### src/rtl/hqm_aw_clk_req_ctl_pkg.sv
// hqm_AW_pkg
//   Shared types and helpers for the clock-request controller.
//   hqm_AW_clk_req_state_t : gated-clock FSM states (OFF, WAKE, ON, HYST).
//   cnt_width()           : counter width for a down-counter loaded with n-1,
//                           never narrower than one bit.
package hqm_AW_pkg;

    typedef enum logic [1:0] {
        ST_OFF  = 2'd0,
        ST_WAKE = 2'd1,
        ST_ON   = 2'd2,
        ST_HYST = 2'd3
    } hqm_AW_clk_req_state_t;

    function automatic int unsigned cnt_width(input int unsigned n);
        return (n <= 1) ? 1 : $clog2(n);
    endfunction

endpackage

### src/rtl/hqm_aw_clk_req_ctl.sv
// hqm_aw_clk_req_ctl
//   Clock-request controller for a shared gated clock. Requesters raise a
//   level request; the clock is enabled, allowed to settle for WAKE_CYC
//   cycles, and then each active requester is acknowledged. After the last
//   request drops the clock stays on for cfg_hyst cycles before gating off.
//
// Ports
//   clk          : free-running clock, rising edge
//   rst_n        : synchronous active-low reset
//   req          : [NUM_REQ] level request per requester
//   cfg_hyst     : [HYST_W] hysteresis cycles after the last request drops
//   cfg_force_on : keep the clock running regardless of requests
//   clk_en       : registered enable for the downstream clock gate
//   ack          : [NUM_REQ] registered per-requester grant (clock stable)
//   idle         : registered, high while the FSM is OFF
module hqm_aw_clk_req_ctl
    import hqm_AW_pkg::*;
#(
    parameter int unsigned NUM_REQ  = 4,
    parameter int unsigned WAKE_CYC = 4,
    parameter int unsigned HYST_W   = 8
) (
    input  logic               clk,
    input  logic               rst_n,
    input  logic [NUM_REQ-1:0] req,
    input  logic [HYST_W-1:0]  cfg_hyst,
    input  logic               cfg_force_on,
    output logic               clk_en,
    output logic [NUM_REQ-1:0] ack,
    output logic               idle
);

    localparam int unsigned         WCW       = cnt_width(WAKE_CYC);
    localparam logic [WCW-1:0]      WAKE_LOAD = WCW'(WAKE_CYC - 1);

    hqm_AW_clk_req_state_t state_q;
    logic [WCW-1:0]        wake_cnt_q;
    logic [HYST_W-1:0]     hyst_cnt_q;
    logic                  clk_en_q;
    logic                  idle_q;
    logic [NUM_REQ-1:0]    ack_q;
    logic                  want_clk;

    assign want_clk = (|req) | cfg_force_on;

    // clk_en/idle are updated alongside every state change so they stay
    // flop outputs that track the state they are registered with.
    always_ff @(posedge clk) begin
        if (!rst_n) begin
            state_q    <= ST_OFF;
            wake_cnt_q <= '0;
            hyst_cnt_q <= '0;
            clk_en_q   <= 1'b0;
            idle_q     <= 1'b1;
            ack_q      <= '0;
        end else begin
            ack_q <= (state_q == ST_ON) ? req : '0;

            case (state_q)
                ST_OFF: begin
                    if (want_clk) begin
                        state_q    <= ST_WAKE;
                        wake_cnt_q <= WAKE_LOAD;
                        clk_en_q   <= 1'b1;
                        idle_q     <= 1'b0;
                    end
                end

                // Settling period always completes, even if requests vanish.
                ST_WAKE: begin
                    if (wake_cnt_q == '0) begin
                        state_q <= ST_ON;
                    end else begin
                        wake_cnt_q <= wake_cnt_q - 1'b1;
                    end
                end

                ST_ON: begin
                    if (!want_clk) begin
                        if (cfg_hyst != '0) begin
                            state_q    <= ST_HYST;
                            hyst_cnt_q <= cfg_hyst - 1'b1;
                        end else begin
                            state_q  <= ST_OFF;
                            clk_en_q <= 1'b0;
                            idle_q   <= 1'b1;
                        end
                    end
                end

                // Clock is still stable here, so a new request skips WAKE.
                ST_HYST: begin
                    if (want_clk) begin
                        state_q <= ST_ON;
                    end else if (hyst_cnt_q == '0) begin
                        state_q  <= ST_OFF;
                        clk_en_q <= 1'b0;
                        idle_q   <= 1'b1;
                    end else begin
                        hyst_cnt_q <= hyst_cnt_q - 1'b1;
                    end
                end

                default: begin
                    state_q  <= ST_OFF;
                    clk_en_q <= 1'b0;
                    idle_q   <= 1'b1;
                end
            endcase
        end
    end

    assign clk_en = clk_en_q;
    assign ack    = ack_q;
    assign idle   = idle_q;

endmodule

### config.mk
export PLATFORM = sky130hd
export DESIGN_NAME = hqm_aw_clk_req_ctl
export DESIGN_NICKNAME = d
export VERILOG_FILES = /design/src/rtl/hqm_aw_clk_req_ctl_pkg.sv /design/src/rtl/hqm_aw_clk_req_ctl.sv
export SDC_FILE = /design/constraint.sdc
export NUM_CORES = 1
export LEC_CHECK = 0
export ABC_AREA = 1
export CAP_MARGIN = 10
export CORE_ASPECT_RATIO = 1.5
export CORE_MARGIN = 8
export CORE_UTILIZATION = 40
export CTS_CLUSTER_SIZE = 20
export DETAILED_ROUTE_END_ITERATION = 10
export PLACE_DENSITY_LB_ADDON = 0.08
export SYNTH_ARGS = -nofsm -noshare
export SYNTH_HDL_FRONTEND = slang
export SYNTH_SLANG_ARGS = --single-unit
### constraint.sdc
create_clock -name clk -period 1.5 [get_ports clk]
set_clock_uncertainty 0.2 [all_clocks]
set_input_delay 0.225 -clock clk [delete_from_list [all_inputs] [get_ports clk]]
set_output_delay 0.225 -clock clk [all_outputs]
set_load 0.01 [all_outputs]
Word level (Yosys, flattened, before mapping)
Index checks and enable logic that the tools add are counted.

Register bits: 18. Input bits: 15.

Add/sub/neg operators: 3. Eq/ne operators: 13. Multiplexer cells: 27. Bitwise operators: 1. Reduce and logical (&&, ||, !) cells: 13.

Operators by type and width (count): $mux 8 (4); $mux 2 (8); $ne 2x2->1 const B (8); $pmux 8 s2 (1); $sub 8x1->8 const B (2); $mux 1 (10); $logic_not 8->1 (1); $pmux 2 s4 (1); $reduce_bool 8->1 (1); $pmux 1 s3 (2); $reduce_and 6->1 (1); $reduce_and 5->1 (1); $eq 2x2->1 const B (2); $logic_not 2->1 (2); $pmux 2 s2 (1); $reduce_and 4->1 (1); $reduce_bool 2->1 (2); $reduce_or 4->1 (1); $ne 3x3->1 const B (1); $reduce_and 3->1 (1); $reduce_bool 3->1 (1); $eq 2x1->1 const B (1); $ne 2x1->1 const B (1); $reduce_and 2->1 (1); 2 further kinds (2).

Longest topological paths before layout
Gate-level depths: netlist of the first run.

Depth in word-level cells: 4. Depth in mapped cells: 12. Depth with buffers taken out: 11.

Least setup slack after synthesis of the first run
Ideal clock, no wire load.

Path kind: register -> register. From: register state_q[0]. To: register hyst_cnt_q[6]. Library setup time: 0.117 ns. Data arrival time: 1.285 ns. Path slack: -0.102 ns. Stages on the path, launching flop included: 12. Buffers on the path: 1. Path through: dfxtp_1 -> buf_6 -> nand2_8 -> o21ai_2 -> ha_1 -> inv_1 -> nor2_2 -> nand3_1 -> nand2_1 -> nand2_1 -> nor2_1 -> nor2_1.

Cells in the longest elaborated chain, start to end: 3. Elaborated cells on any way between the ends: 9. Classes of those cells: 6 x eq/ne; 1 x mux; 2 x reduce/logical.

RTL lines: start: declaration (line hqm_aw_clk_req_ctl.sv:36) `hqm_AW_clk_req_state_t state_q;`; start signal: assignment (line hqm_aw_clk_req_ctl.sv:50) `state_q <= ST_OFF;`; start signal: assignment (line hqm_aw_clk_req_ctl.sv:62) `state_q <= ST_WAKE;`; start signal: assignment (line hqm_aw_clk_req_ctl.sv:72) `state_q <= ST_ON;`; $eq 2x2->1 (line hqm_aw_clk_req_ctl.sv:59) `case (state_q)`; $ne 2x2->1 (no line), or another cell as far along; $reduce_and 5->1 (no line); end signal: assignment (line hqm_aw_clk_req_ctl.sv:82) `hyst_cnt_q <= cfg_hyst - 1'b1;`; end signal: assignment (line hqm_aw_clk_req_ctl.sv:100) `hyst_cnt_q <= hyst_cnt_q - 1'b1;`; end: declaration (line hqm_aw_clk_req_ctl.sv:38) `logic [HYST_W-1:0] hyst_cnt_q;`.

Several ways; a longest one is shown, not always the timed one. A chain may end at the register's enable or synchronous reset.

Worst setup path after layout of the first run
From: register state_q[0]. To: register hyst_cnt_q[7].

The elaborated chain is that of the path after synthesis.

==> summary.md, run 1 <==
• 5.74 mm — wire length of the first global-routing pass
• 0.25 ns — Worst-Skew Late Latency
• flop to flop — kind of critical path
• 0.00121 sq mm — netlist area before placement
• 9 — depth of the worst register-to-register path
• -0.399 ns — worst setup slack before clock tree synthesis
• clkbuf_8 — root buffer cell
• 1,343 — total vias in the final route
• 193 — Synth Instances
• 1.55 ns — arrival time at the worst endpoint
• 0.00190 sq mm — post-route cell area
• 0.133 — fraction of the mapped netlist area in compound gates
• 640 uV — maximum vdd ir drop
• 3.48 mm — total wire length after detailed routing
• 0 — antenna diode count
• simple AND/OR/NAND/NOR gates — combinational family with the most area after synthesis
• 0.0207 — Post-Synth Adder-Cell Area
• 24 — site row count
• met2 — routing layer with the top usage in global route
• 0 — post-route DRC violation count
• 1.84 mW — overall power
• 2 — maximum buffer depth of the clock tree
• 0.0575 ns — hold_ws
• 625 MHz — highest achievable clock rate
• 3 — clock buffers created by TritonCTS
• 2.61 mm — dpl hpwl
• 0.141 — gr usage total
• 6.26 sq um — synthesized area per cell
• 27 — violation count after the first detailed-routing iteration
• 1.45 ns — Required @ worst endpoint
• 18 — CTS sink count
• complete, but fails checks — outcome
• 0.831 — Slew headroom
• 1.07 — fin crit share
• 0.264 — met2 Use GR
• 0.00507 sq mm — die area
• 0.836 — RD Place Congestion
• 258 — net count of the finished layout
• 271 — placed cell count
• 0 — number of antenna violations at the first check in global routing
• setup timing — violated checks
• 57.3% — Area Overhead vs Synth
• 210 — total nets after synthesis
• flop — kind of start point of the critical path
• 22 — number of unique standard cell types used by synthesis
• 0 — XOR/XNOR share of the synthesized area
• 1.60 ns — Final min period
• 0.404 — simple-gate share of the synthesized area
• 12.5 microns — routed wirelength normalized by instance count
• 0.00160 sq mm — cell area after placement
• 0 — final hold violations
• built — TritonCTS clock tree
• 60.9 microns — Die X
• 8 — count of endpoints failing setup in the final report
• 0 — portion of netlist area occupied by mux cells
• 4.81 — drt via density
• 21 — boundary pin count
• -0.0990 ns — final worst-path setup slack
• 1 — maximum level of the CTS H-tree
• 3 — worst hold path depth
• 0.363 — fraction of final layout cells with drive strength greater than 1
• flop — nature of the critical path endpoint
• 11 — largest net degree at the start of global routing
• 0.00288 sq mm — placeable core region
• 6 — Max FO, Critical Path
• 0.298 — sequential fraction of the synthesis area
• 0 — number of synthesis warnings
• 0 — remaining global-route overflow
• 0.07 ns — clock-pin transition on the worst setup and hold timing paths
• primary input to flop — worst min-delay path class
• 4 — number of detailed-routing iterations run before antenna repair
• 20 — # port buffers
• 83.3 microns — Die Y-Extent
• 0 — Max Cap Viol
• 0.977 nW — Lkg Pwr
• 18 — register bit count reported by yosys
• 1,364 — number of global-route vias before repair
• 0.148 — routing usage on met1
• 0.0201 — global routing usage on met3
• 0 — number of max-slew violations in the final report
• 0 — post-detailed-route count of antenna-violating nets
• 0.419 — Initial Util
• 970 mW/mm^2 — total power density per cell area
• 0.254 ns — pin slew with the least headroom to its limit
• yes — setup repair after global routing missed its margin
• 279 — Final Instance Count excl. Fillers
metrics by stage:
stage,TNS (ns),utilization
2_1_floorplan,-0.120,-
3_3_place_gp,-4.37,0.556
3_5_place_dp,-5.10,0.556
4_1_cts,-0.655,0.606
5_1_grt,-1.54,0.659
6_report,-0.513,0.659
cell usage after synthesis:
master / number / area [sq um]
o21ai_2: 4 / 35.0
buf_6: 3 / 33.8
inv_1: 31 / 116
o21ai_0: 9 / 45.0
nand3_2: 3 / 30.0
o211ai_1: 1 / 7.51
inv_2: 5 / 18.8
o21bai_1: 1 / 7.51
ha_1: 2 / 25.0
dfxtp_1: 18 / 360
nor2_1: 28 / 105
nand2_1: 50 / 188
nand2_2: 3 / 18.8
nand2_8: 1 / 20.0
buf_2: 1 / 5.00
nand3_1: 11 / 55.1
a21oi_1: 10 / 50.1
nor2_4: 1 / 11.3
nor2_2: 2 / 12.5
nand4_1: 4 / 25.0
nand2_4: 2 / 22.5
o21ai_1: 3 / 15.0
critical path, cell delays in order (launching register included):
cell and delay [ns]:
dfxtp_4 0.40, nand2_8 0.08, o21ai_4 0.16, buf_4 0.13
buf_4 0.11, nand3_4 0.08, inv_2 0.08, nand2_1 0.06
a21oi_1 0.14, nor2_1 0.06
registers in the layout, summed over array words and instances, names as in the netlist:
| name | cells |
|---|---|
| ack | 4 |
| clk_en | 1 |
| hyst_cnt_q | 8 |
| idle | 1 |
| state_q | 2 |
| wake_cnt_q | 2 |
report_power, final:
group          total (mW)  switching [mW]  internal [mW]
combinational       0.855           0.445          0.410
sequential          0.582          0.0483          0.534
clock               0.405           0.172          0.233
repair_timing:
item | in CTS | in global routing
gates resized for setup | 34 | 44
hold buffers | 0 | 0
hold endpoints to repair | 0 | 0
endpoints found under the setup margin | 21 | 14
setup buffers | 2 | 2
pin swaps | 9 | 13
final timing paths:
kind	from	end	slack [ns]
max	state_q[0]	hyst_cnt_q[7]	-0.1
min	req[2]	ack[2]	0.06
max reg2reg	state_q[0]	hyst_cnt_q[7]	-0.1
min reg2reg	idle	idle	0.27
area by class of cell:
cell class | count | area, sq um
fillers | 264 | 983
multi-input cells | 135 | 855
repair buffers | 47 | 430
flip-flops and latches | 18 | 368
inverters | 36 | 143
clock buffers | 4 | 55.1
well taps | 39 | 48.8
cells in the final DEF (no fill, tap or decap):
master	n
nor2_2	4
nor2_1	19
o21ai_1	6
nand2_4	4
a21oi_1	6
dlymetal6s2s_1	9
o21bai_1	1
o211ai_1	1
nand4_1	4
nand2_1	39
dfxtp_1	16
inv_1	28
nand3_1	9
o21ai_2	4
buf_4	23
inv_2	5
nand2_2	12
a21oi_2	4
ha_1	1
nand2_8	1
o21ai_4	3
nand3_2	3
nand3_4	2
ha_4	1
nor2_4	8
inv_4	3
clkdlybuf4s50_1	3
dfxtp_4	2
o21ai_0	3
clkbuf_8	4
buf_6	4
dlygate4sd2_1	8
per-layer routing:
metal  vias up  share of wire
met5         -              0
met4         0          0.012
met3         6          0.031
met2        28           0.56
met1       614           0.40
li1        695              -
cell families after synthesis:
logic type,Yosys count
AND/OR/NAND/NOR,105
buffers and inverters,40
AO/OA/AOI/OAI,28
flip-flops,18
adder cells (fa/ha/maj),2
Note: power is estimated with default switching activity, not from simulation.
==> run 2, diff against run 1 <==
PLACE_DENSITY = 0.66   (was default)
PLACE_DENSITY_LB_ADDON = default   (was 0.08)
==> run 2 against run 1 <==
  * The flow still finishes with violations (setup timing)
  * Combinational power fell by 8.8%
  * Die area is the same
  * First-iteration DRC count up 19%
  * Global-route usage is 1.4 points lower
  * Flip-flop and latch count unchanged
  * Clock-buffer cell count fell by 1
  * Via count is 3.4% lower
  * Critical endpoint is now hyst_cnt_q[4]
  * Largest cell class unchanged
==> summary.md, run 2 (same netlist as run 1, synthesis figures left out) <==
• flop — kind of start point of the critical path, unchanged
• complete, but fails checks — outcome, unchanged
• 623 uV — maximum vdd ir drop, was 640 uV
• hyst_cnt_q — Reg with most FFs, unchanged
• nand2_1 — most frequent standard cell in the layout excluding fill and tap cells, unchanged
• 279 — filler cell count in the final layout, was 264
• clkbuf_8 — root buffer cell, unchanged
• 0.326 — fraction of final layout cells with drive strength greater than 1, was 0.363
• flop — nature of the critical path endpoint, unchanged
• 0.419 — Initial Util, unchanged
• 6 — Max FO, Critical Path, unchanged
• 0.00288 sq mm — placeable core region, unchanged
• -0.455 ns — worst setup slack before clock tree synthesis, was -0.399 ns
• 1.06 — fin crit share, was 1.07
• 7 — count of endpoints failing setup in the final report, was 8
• setup timing — violated checks, unchanged
• 5.08 mm — wire length of the first global-routing pass, was 5.74 mm
• 4.72 — drt via density, was 4.81
• built — TritonCTS clock tree, unchanged
• 3.28 mm — total wire length after detailed routing, was 3.48 mm
• 951 mW/mm^2 — total power density per cell area, was 970 mW/mm^2
• 0 — number of max-slew violations in the final report, unchanged
• 255 — net count of the finished layout, was 258
• 1.46 ns — Required @ worst endpoint, was 1.45 ns
• 2.41 mm — dpl hpwl, was 2.61 mm
• 0.07 ns — clock-pin transition on the worst setup and hold timing paths, about the same
• 0 — remaining global-route overflow, unchanged
• 0.126 — gr usage total, was 0.141
• 18 — CTS sink count, unchanged
• 0 — post-detailed-route count of antenna-violating nets, unchanged
• -0.0852 ns — final worst-path setup slack, was -0.0990 ns
• 1.54 ns — arrival time at the worst endpoint, was 1.55 ns
• 60.9 microns — Die X, unchanged
• 0 — antenna diode count, unchanged
• 0 — Max Cap Viol, unchanged
• 0.261 ns — pin slew with the least headroom to its limit, was 0.254 ns
• yes — setup repair after global routing missed its margin, unchanged
• 3 — clock buffers created by TritonCTS, unchanged
• 2 — maximum buffer depth of the clock tree, unchanged
• 0.00180 sq mm — post-route cell area, was 0.00190 sq mm
• 0.00159 sq mm — cell area after placement, was 0.00160 sq mm
• 11 — largest net degree at the start of global routing, unchanged
• 11.9 microns — routed wirelength normalized by instance count, was 12.5 microns
• 32 — violation count after the first detailed-routing iteration, was 27
• 0.25 ns — Worst-Skew Late Latency, about the same
• 20 — # port buffers, unchanged
• 0.826 — Slew headroom, was 0.831
• 83.3 microns — Die Y-Extent, unchanged
• 0 — number of antenna violations at the first check in global routing, unchanged
• 1.59 ns — Final min period, was 1.60 ns
• 21 — boundary pin count, unchanged
• 1 — maximum level of the CTS H-tree, unchanged
• 0 — final hold violations, unchanged
• 4 — number of detailed-routing iterations run before antenna repair, unchanged
• 1,218 — number of global-route vias before repair, was 1,364
• nand2_1, inv_1, buf_4 — leading cell types in the layout, fill and taps excluded, unchanged
• 1,297 — total vias in the final route, was 1,343
• 24 — site row count, unchanged
• 0 — post-route DRC violation count, unchanged
• 631 MHz — highest achievable clock rate, was 625 MHz
• 0.929 nW — Lkg Pwr, was 0.977 nW
• primary input to flop — worst min-delay path class, unchanged
• 8 — Largest register FFs, unchanged
• 0.878 — RD Place Congestion, was 0.836
• 48.7% — Area Overhead vs Synth, was 57.3%
• flop to flop — kind of critical path, unchanged
• 0.00507 sq mm — die area, unchanged
==> run 2: cell count changes in the layout (fill, tap and decap cells not counted), moves of 3 or more <==
cell            change
a21oi_2             -3
dlymetal6s2s_1      -3
inv_2               +3
buf_6               -3
dlygate4sd2_1       +3
a21oi_1             +3
==> run 2: final timing paths <==
path	start	to	slack, ns	cells past startpoint
max	state_q[1]	hyst_cnt_q[4]	-0.09	8
min	req[2]	ack[2]	0.14	3
max reg2reg	state_q[1]	hyst_cnt_q[4]	-0.09	8
min reg2reg	clk_en	clk_en	0.28	2
==> run 2: routing by layer <==
metal | up-vias | wire, microns | track usage
li1 | 684 | - | -
met2 | 18 | 1810 | 0.225
met3 | 6 | 88 | 0.0201
met1 | 589 | 1330 | 0.133
met5 | - | 0 | 0
met4 | 0 | 53 | 0.0618
==> run 2: power breakdown <==
group,internal [mW],switching [mW],leakage (nW)
sequential,0.534,0.0460,0.148
combinational,0.362,0.419,0.759
clock,0.179,0.169,0.0216
total,1.07,0.633,0.929
==> run 2: final cells by class <==
class / count / area [sq um] / share of cell area
clock buffers: 3 / 41.3 / 0.0230
well taps: 39 / 48.8 / 0.0272
inverters: 36 / 143 / 0.0794
flip-flops and latches: 18 / 368 / 0.205
repair buffers: 44 / 405 / 0.226
multi-input cells: 135 / 790 / 0.440
==> run 2: what timing repair did <==
action | CTS | global route
gates cloned | 0 | 0
pin swaps | 10 | 18
gates resized for setup | 35 | 30
hold buffers | 0 | 0
buffers inserted | 0 | 4
setup endpoints to repair | 20 | 14
==> run 2: stage by stage <==
stage	total power, mW	std cells	setup TNS, ns	util	hold WS [ns]
floorplan	0.968	193	-0.120	-	0.137
global placement	1.21	268	-4.79	0.553	0.270
detailed placement	1.21	268	-5.34	0.553	0.271
CTS	1.58	271	-0.113	0.585	0.142
global route	1.82	275	-1.03	0.623	0.157
finish	1.71	275	-0.277	0.623	0.142
==> run 2: worst max-delay path: stages (launching register included) <==
cell     delay (ns)
dfxtp_4        0.40
nand2_8        0.08
o21ai_4        0.19
ha_4           0.16
nand2_1        0.10
o21ai_1        0.14
o21ai_1        0.08
nor2_1         0.09
nor2_1         0.05
==> run 3, diff against run 2 <==
HOLD_SLACK_MARGIN = 0.02   (was default)
==> results of run 3 <==
Final layout, timing and power as in run 2 (identical DEF).
